--- src/rtl/template_match_scorer_pkg.sv ---
// Shared constants and FSM encoding for the template ROM, the scorer and the decision logic.
package template_match_scorer_pkg;
  localparam int ADDR_WIDTH = 11;
  localparam int DATA_WIDTH = 8;
  localparam int PIX_TOL    = 8;
  localparam int HIT_MIN    = 1536;
  localparam int TMPL_DEPTH = 1 << ADDR_WIDTH;

  typedef enum logic [1:0] {
    S_IDLE  = 2'd0,
    S_RUN   = 2'd1,
    S_DRAIN = 2'd2,
    S_DONE  = 2'd3
  } state_t;
endpackage

--- src/rtl/template_match_scorer_if.sv ---
// Sample stream, template ROM port and result bus of the scorer.
interface template_match_scorer_if
  import template_match_scorer_pkg::*;
#(
  parameter int AW = ADDR_WIDTH,
  parameter int DW = DATA_WIDTH
);
  logic          start;
  logic          busy;
  logic          pix_valid;
  logic          pix_ready;
  logic [DW-1:0] pix_data;
  logic          pix_last;
  logic [AW-1:0] rom_addr;
  logic [DW-1:0] rom_rd_data;
  logic          done;
  logic [AW+DW-1:0] sad;
  logic [AW:0]   match_cnt;
  logic          hit;
  logic          err_len;

  modport master (
    output start, pix_valid, pix_data, pix_last, rom_rd_data,
    input  busy, pix_ready, rom_addr, done, sad, match_cnt, hit, err_len
  );
  modport slave (
    input  start, pix_valid, pix_data, pix_last, rom_rd_data,
    output busy, pix_ready, rom_addr, done, sad, match_cnt, hit, err_len
  );
endinterface

--- src/rtl/template_match_scorer_abs_diff_stage.sv ---
// Registered |a-b| with its valid bit; the valid travels with the data so bubbles pass through.
module abs_diff_stage #(
  parameter int DW = 8
) (
  input  logic          i_clk,
  input  logic          i_rst_n,
  input  logic          i_vld,
  input  logic [DW-1:0] i_a,
  input  logic [DW-1:0] i_b,
  output logic          o_vld,
  output logic [DW-1:0] o_diff
);
  logic          r_vld;
  logic [DW-1:0] r_diff;

  always_ff @(posedge i_clk) begin
    if (!i_rst_n) begin
      r_vld  <= 1'b0;
      r_diff <= '0;
    end else begin
      r_vld <= i_vld;
      if (i_vld) r_diff <= (i_a >= i_b) ? (i_a - i_b) : (i_b - i_a);
    end
  end

  assign o_vld  = r_vld;
  assign o_diff = r_diff;
endmodule

--- src/rtl/template_match_scorer.sv ---
// Streams one feature vector against the template ROM, accumulating SAD and a per-sample match count.
module template_match_scorer
  import template_match_scorer_pkg::*;
#(
  parameter int AW = ADDR_WIDTH,
  parameter int DW = DATA_WIDTH
) (
  input  logic i_clk,
  input  logic i_rst_n,
  template_match_scorer_if.slave bus
);
  localparam logic [DW-1:0] TOL  = DW'(PIX_TOL);
  localparam logic [AW:0]   HMIN = (AW+1)'(HIT_MIN);

  state_t           r_state, w_next;
  logic [AW-1:0]    r_idx;
  logic [DW-1:0]    r_pix_q;
  logic             r_pix_vld;
  logic [AW+DW-1:0] r_sad;
  logic [AW:0]      r_cnt;
  logic             r_hit, r_err;
  logic             w_diff_vld;
  logic [DW-1:0]    w_diff;
  logic             w_accept, w_final, w_drained, w_match;

  assign w_accept  = (r_state == S_RUN) && bus.pix_valid;
  assign w_final   = w_accept && (bus.pix_last || (r_idx == '1));
  assign w_drained = !r_pix_vld && !w_diff_vld;
  assign w_match   = (w_diff <= TOL);

  // ROM data for the sample in r_pix_q arrives on the same cycle, so both feed stage 1 together.
  abs_diff_stage #(.DW(DW)) u_diff (
    .i_clk  (i_clk),
    .i_rst_n(i_rst_n),
    .i_vld  (r_pix_vld),
    .i_a    (r_pix_q),
    .i_b    (bus.rom_rd_data),
    .o_vld  (w_diff_vld),
    .o_diff (w_diff)
  );

  always_comb begin
    w_next = r_state;
    unique case (r_state)
      S_IDLE:  if (bus.start) w_next = S_RUN;
      S_RUN:   if (w_final)   w_next = S_DRAIN;
      S_DRAIN: if (w_drained) w_next = S_DONE;
      S_DONE:                 w_next = S_IDLE;
      default:                w_next = S_IDLE;
    endcase
  end

  always_ff @(posedge i_clk) begin
    if (!i_rst_n) begin
      r_state   <= S_IDLE;
      r_idx     <= '0;
      r_pix_q   <= '0;
      r_pix_vld <= 1'b0;
      r_sad     <= '0;
      r_cnt     <= '0;
      r_hit     <= 1'b0;
      r_err     <= 1'b0;
    end else begin
      r_state   <= w_next;
      r_pix_vld <= w_accept;
      if (w_accept) r_pix_q <= bus.pix_data;
      if (r_state == S_IDLE && bus.start) begin
        r_idx <= '0;
        r_sad <= '0;
        r_cnt <= '0;
        r_hit <= 1'b0;
        r_err <= 1'b0;
      end
      // Length is good only when pix_last lands exactly on the final template index.
      if (w_accept) begin
        r_idx <= w_final ? '0 : r_idx + AW'(1);
        if (w_final) r_err <= !(bus.pix_last && (r_idx == '1));
      end
      if (w_diff_vld) begin
        r_sad <= r_sad + {{AW{1'b0}}, w_diff};
        r_cnt <= r_cnt + {{AW{1'b0}}, w_match};
      end
      if (r_state == S_DRAIN && w_drained) r_hit <= (r_cnt >= HMIN) && !r_err;
    end
  end

  assign bus.busy      = (r_state != S_IDLE);
  assign bus.pix_ready = (r_state == S_RUN);
  assign bus.done      = (r_state == S_DONE);
  assign bus.rom_addr  = r_idx;
  assign bus.sad       = r_sad;
  assign bus.match_cnt = r_cnt;
  assign bus.hit       = r_hit;
  assign bus.err_len   = r_err;
endmodule

--- src/flat_wrapper.sv ---
// flat-port wrapper written by rule: the top's interface ports become plain ports
module template_match_scorer_flat import template_match_scorer_pkg::*;
#(
  parameter int AW = ADDR_WIDTH,
  parameter int DW = DATA_WIDTH
)
  (i_clk, i_rst_n, bus_start, bus_pix_valid, bus_pix_data, bus_pix_last, bus_rom_rd_data, bus_busy, bus_pix_ready, bus_rom_addr, bus_done, bus_sad, bus_match_cnt, bus_hit, bus_err_len);
  template_match_scorer_if #(.AW(AW), .DW(DW)) bus_i ();
  input  logic i_clk;
  input  logic i_rst_n;
  input wire logic [$bits(bus_i.start)-1:0] bus_start;
  input wire logic [$bits(bus_i.pix_valid)-1:0] bus_pix_valid;
  input wire logic [$bits(bus_i.pix_data)-1:0] bus_pix_data;
  input wire logic [$bits(bus_i.pix_last)-1:0] bus_pix_last;
  input wire logic [$bits(bus_i.rom_rd_data)-1:0] bus_rom_rd_data;
  output wire logic [$bits(bus_i.busy)-1:0] bus_busy;
  output wire logic [$bits(bus_i.pix_ready)-1:0] bus_pix_ready;
  output wire logic [$bits(bus_i.rom_addr)-1:0] bus_rom_addr;
  output wire logic [$bits(bus_i.done)-1:0] bus_done;
  output wire logic [$bits(bus_i.sad)-1:0] bus_sad;
  output wire logic [$bits(bus_i.match_cnt)-1:0] bus_match_cnt;
  output wire logic [$bits(bus_i.hit)-1:0] bus_hit;
  output wire logic [$bits(bus_i.err_len)-1:0] bus_err_len;
  assign bus_i.start = bus_start;
  assign bus_i.pix_valid = bus_pix_valid;
  assign bus_i.pix_data = bus_pix_data;
  assign bus_i.pix_last = bus_pix_last;
  assign bus_i.rom_rd_data = bus_rom_rd_data;
  assign bus_busy = bus_i.busy;
  assign bus_pix_ready = bus_i.pix_ready;
  assign bus_rom_addr = bus_i.rom_addr;
  assign bus_done = bus_i.done;
  assign bus_sad = bus_i.sad;
  assign bus_match_cnt = bus_i.match_cnt;
  assign bus_hit = bus_i.hit;
  assign bus_err_len = bus_i.err_len;
  template_match_scorer #(.AW(AW), .DW(DW)) u_core (.i_clk(i_clk), .i_rst_n(i_rst_n), .bus(bus_i));
endmodule
--- config.mk ---
export PLATFORM = sky130hd
export DESIGN_NAME = template_match_scorer_flat
export DESIGN_NICKNAME = d
export VERILOG_FILES = /design/src/rtl/template_match_scorer_pkg.sv /design/src/rtl/template_match_scorer_if.sv /design/src/rtl/template_match_scorer_abs_diff_stage.sv /design/src/rtl/template_match_scorer.sv /design/src/flat_wrapper.sv
export SDC_FILE = /design/constraint.sdc
export NUM_CORES = 1
export LEC_CHECK = 0
export CORE_ASPECT_RATIO = 0.9
export CORE_MARGIN = 4
export CORE_UTILIZATION = 25
export DETAILED_ROUTE_END_ITERATION = 16
export PLACE_DENSITY = 0.47
export SYNTH_ARGS = -nofsm -noshare
export SYNTH_HDL_FRONTEND = slang
export SYNTH_HIERARCHICAL = 1
export SYNTH_SLANG_ARGS = --single-unit
export TNS_END_PERCENT = 10
--- constraint.sdc ---
create_clock -name i_clk -period 2.6 [get_ports i_clk]
set_input_delay 0.52 -clock i_clk [delete_from_list [all_inputs] [get_ports i_clk]]
set_output_delay 0.52 -clock i_clk [all_outputs]
set_load 0.02 [all_outputs]
==> results.json <==
{
  "place.port_buffers": 67,
  "route.detailed.drc": 0,
  "die-area_um2": 18200,
  "clk_latency_ns": 0.33,
  "synth-seq-area-share_pct": 31.7,
  "fin_crit_sh_pct": 92.7,
  "synthCells": 488,
  "worstMarginPinSlew_ns": 0.581,
  "ys.flop_type": "dfxtp_1",
  "wl_met2_um": 5030,
  "hold_class": "reg2reg",
  "wirelength_um": 11100,
  "yosys.area.top_type": "dfxtp_1",
  "fin_skew_ns": 0.00548,
  "worstPathMaxFanout": 6,
  "dr.pass1.iters": 5,
  "clk_pin_slew_worst_paths_ns": 0.05,
  "cts_max_level": 3,
  "grt_max_degree": 29,
  "peakVddDrop_v": 0.000335,
  "synth_area_leaders": "dfxtp_1 32%, ha_1 9.6%, nand2_1 5.5%, o21ai_0 4.2%, a21oi_1 4.1%",
  "drt-vias-per-instance": 4.88,
  "wl_per_cell_um": 14.3,
  "arrival_ns": 2.66,
  "die_width_um": 142,
  "yosysUniqueCellTypes": 61,
  "grt_pass1_wl_um": 18300,
  "drv_slew": 0,
  "highest-signal-layer": "met4",
  "cpPeakStageDelay_ns": 0.43,
  "critPathLaunch": "bus_rom_rd_data[0]",
  "cts_setup_buffers": 0,
  "synth_warnings": 6,
  "num_rows": 43,
  "pre_cts_slack_ns": -0.135,
  "cp_cell_sequence": "clkdlybuf4s50_1, ha_1, fa_1, nand3b_1, a31o_2, nand4_1, o221ai_1, a21oi_1",
  "wl_met1_um": 5550,
  "antenna_found_initial": 0,
  "antenna_cells": 0,
  "layout.cells.non_filler": 776,
  "reg2reg_depth": 8,
  "drtIter0Drc": 193,
  "top_level_ports": 68,
  "dr_total_vias": 3785,
  "setup_slack_ns": 0.189,
  "area_growth_pct": 32.3,
  "core_um2": 15600,
  "synthesis.area_um2": 4040,
  "multi_input_area_um2": 2560,
  "worstSetupEndpoint": "u_core/u_diff/o_diff[2]",
  "hold_slack_ns": 0.474,
  "finalSetupViolCount": 0,
  "layout_min_cycle_time_ns": 2.41,
  "initial_core_util_pct": 25.9,
  "cts_hold_buf": 0,
  "max_freq_ghz": 0.415,
  "cts_buffers": 9,
  "clockBufferDepth": 2,
  "final_antenna_net_count": 0,
  "crit_type": "in2reg",
  "startpoint_type": "input port",
  "dp_hpwl_um": 8590,
  "met3_length_um": 473,
  "grtUsageTotal_pct": 12.3,
  "num-nets-final": 624,
  "cp_num_buf_inv": 1,
  "cp.required_ns": 2.85,
  "syn_nets": 543,
  "place_congestion": 0.810,
  "crit_family": "adder cells",
  "cp.depth": 8,
  "cts_tree": "done",
  "rsz0062_at_grt": "false",
  "synth_edf_count": 0,
  "status": "finished clean",
  "synth_top_area_share_pct": 31.7,
  "hold_viol_final": 0,
  "reg2reg_to": "u_core/bus.match_cnt[10]",
  "crit_path_end_kind": "register",
  "nFillCells": 1653,
  "cts_sinks": 64,
  "powerDensity_nw_per_um2": 612,
  "timing.rr.start": "u_core/u_diff/o_diff[7]",
  "slew_headroom_pct": 61.2,
  "drive_gt1_share_pct": 9.58,
  "regToRegSetupSlack_ns": 0.26,
  "gr-total-overflow": 0,
  "grt_pass1_vias": 3628,
  "async_flop_share_pct": 0,
  "placed_cells": 760,
  "critical_path.slowest_cell": "clkdlybuf4s50_1",
  "p_leak_nw": 2.05,
  "die_h_um": 129,
  "drv_cap": 0,
  "register_area_um2": 1280,
  "ctsResizeCount": 0,
  "syn_avg_cell_area_um2": 8.27,
  "ys_ff_latch": 64,
  "cts_root_buffer": "clkbuf_16"
}
## flip-flops by register name (all words and copies together) (netlist names), 2 cells and up
signal and cells:
u_core/bus.rom_addr 11, u_core/bus.sad 19, u_core/r_pix_q 8, u_core/r_state 2
u_core/u_diff/o_diff 8, u_core/bus.match_cnt 12
## cell type report
cell class / instances / share of cell area [%]
clock inverters: 3 / 1.22
well taps: 202 / 4.73
multi-input cells: 378 / 47.9
inverters: 27 / 1.90
clock buffers: 13 / 4.69
repair buffers: 89 / 15.6
flip-flops and latches: 64 / 24.0
## worst reg2reg max path: cells and delay by family, from the launching register on
family,cells,cell delay [ns]
adders and majority gates,1,0.23
AOI/OAI and AO/OA,2,0.42
DFF,1,0.33
and+or+nand+nor,5,1.25
## how the worst min path moves through the flow
stage / start / to / slack, ns / cells after the start
finish: u_core/r_pix_q[6] / u_core/r_pix_q[6] / 0.47 / 2
CTS: u_core/r_pix_q[6] / u_core/r_pix_q[6] / 0.48 / 2
floorplan: u_core/r_pix_q[7] / u_core/r_pix_q[7] / 0.45 / 2
global placement: u_core/r_pix_q[7] / u_core/r_pix_q[7] / 0.46 / 2
global route: u_core/r_pix_q[0] / u_core/r_pix_q[0] / 0.50 / 2
detailed placement: u_core/r_pix_q[6] / u_core/r_pix_q[6] / 0.47 / 2
## cell usage in the layout (no fill, tap or decap), types with 6 or more instances in the layout
cell type / count
ha_1: 31
clkbuf_16: 9
inv_1: 26
nand2b_1: 7
nor2b_1: 7
and3_1: 11
nand3_1: 27
nor3_1: 8
a21oi_1: 33
buf_4: 22
nand2_1: 59
o21ai_0: 34
a31oi_1: 7
nand4_1: 9
and2_1: 12
a21o_1: 6
o221ai_1: 7
dfxtp_1: 64
mux2i_1: 7
nor2_1: 24
xor2_1: 6
clkdlybuf4s50_1: 66
a221o_1: 6
## cell usage after synthesis, types with 7 or more instances
cell type / instances
dfxtp_1: 64
nand2_1: 59
o21ai_0: 34
a21oi_1: 33
ha_1: 31
nand3_1: 27
inv_1: 26
nor2_1: 24
and2_1: 12
and3_1: 11
nand4_1: 9
nor3_1: 8
a31oi_1: 7
buf_2: 7
clkbuf_1: 7
mux2i_1: 7
nand2b_1: 7
nor2b_1: 7
o221ai_1: 7
## logic make-up after synthesis
logic type | Yosys count | share of synthesized area, %
AO/OA/AOI/OAI | 148 | 26.0
multiplexers | 7 | 1.74
adder cells (fa/ha/maj) | 34 | 11.1
AND/OR/NAND/NOR | 179 | 22.4
buffers and inverters | 46 | 4.87
XOR/XNOR | 10 | 2.17
flip-flops | 64 | 31.7
## layer usage
layer,track usage (%),up-vias
li1,-,1934
met1,17.4,1771
met2,18.9,74
met3,3.08,6
met4,2.77,0
met5,0,-
## power by group
| part | internal, mW | switching [mW] | total (mW) |
|---|---|---|---|
| Sequential | 1.03 | 0.0496 | 1.08 |
| Combinational | 0.362 | 0.519 | 0.881 |
| Clock | 0.865 | 0.440 | 1.30 |
| Total | 2.26 | 1.01 | 3.27 |
## metrics by stage
stage	util (%)	cell area [um2]	TNS, ns	power (mW)
final	34.2	5340	0	3.27
after global routing	34.2	5340	0	3.47
after CTS	34.2	5340	0	3.32
after detailed placement	32.2	5020	-0.754	1.99
after global placement	32.2	5020	-0.538	1.97
after floorplan	-	4040	0	1.65
Note: power is estimated with default switching activity, not from simulation.
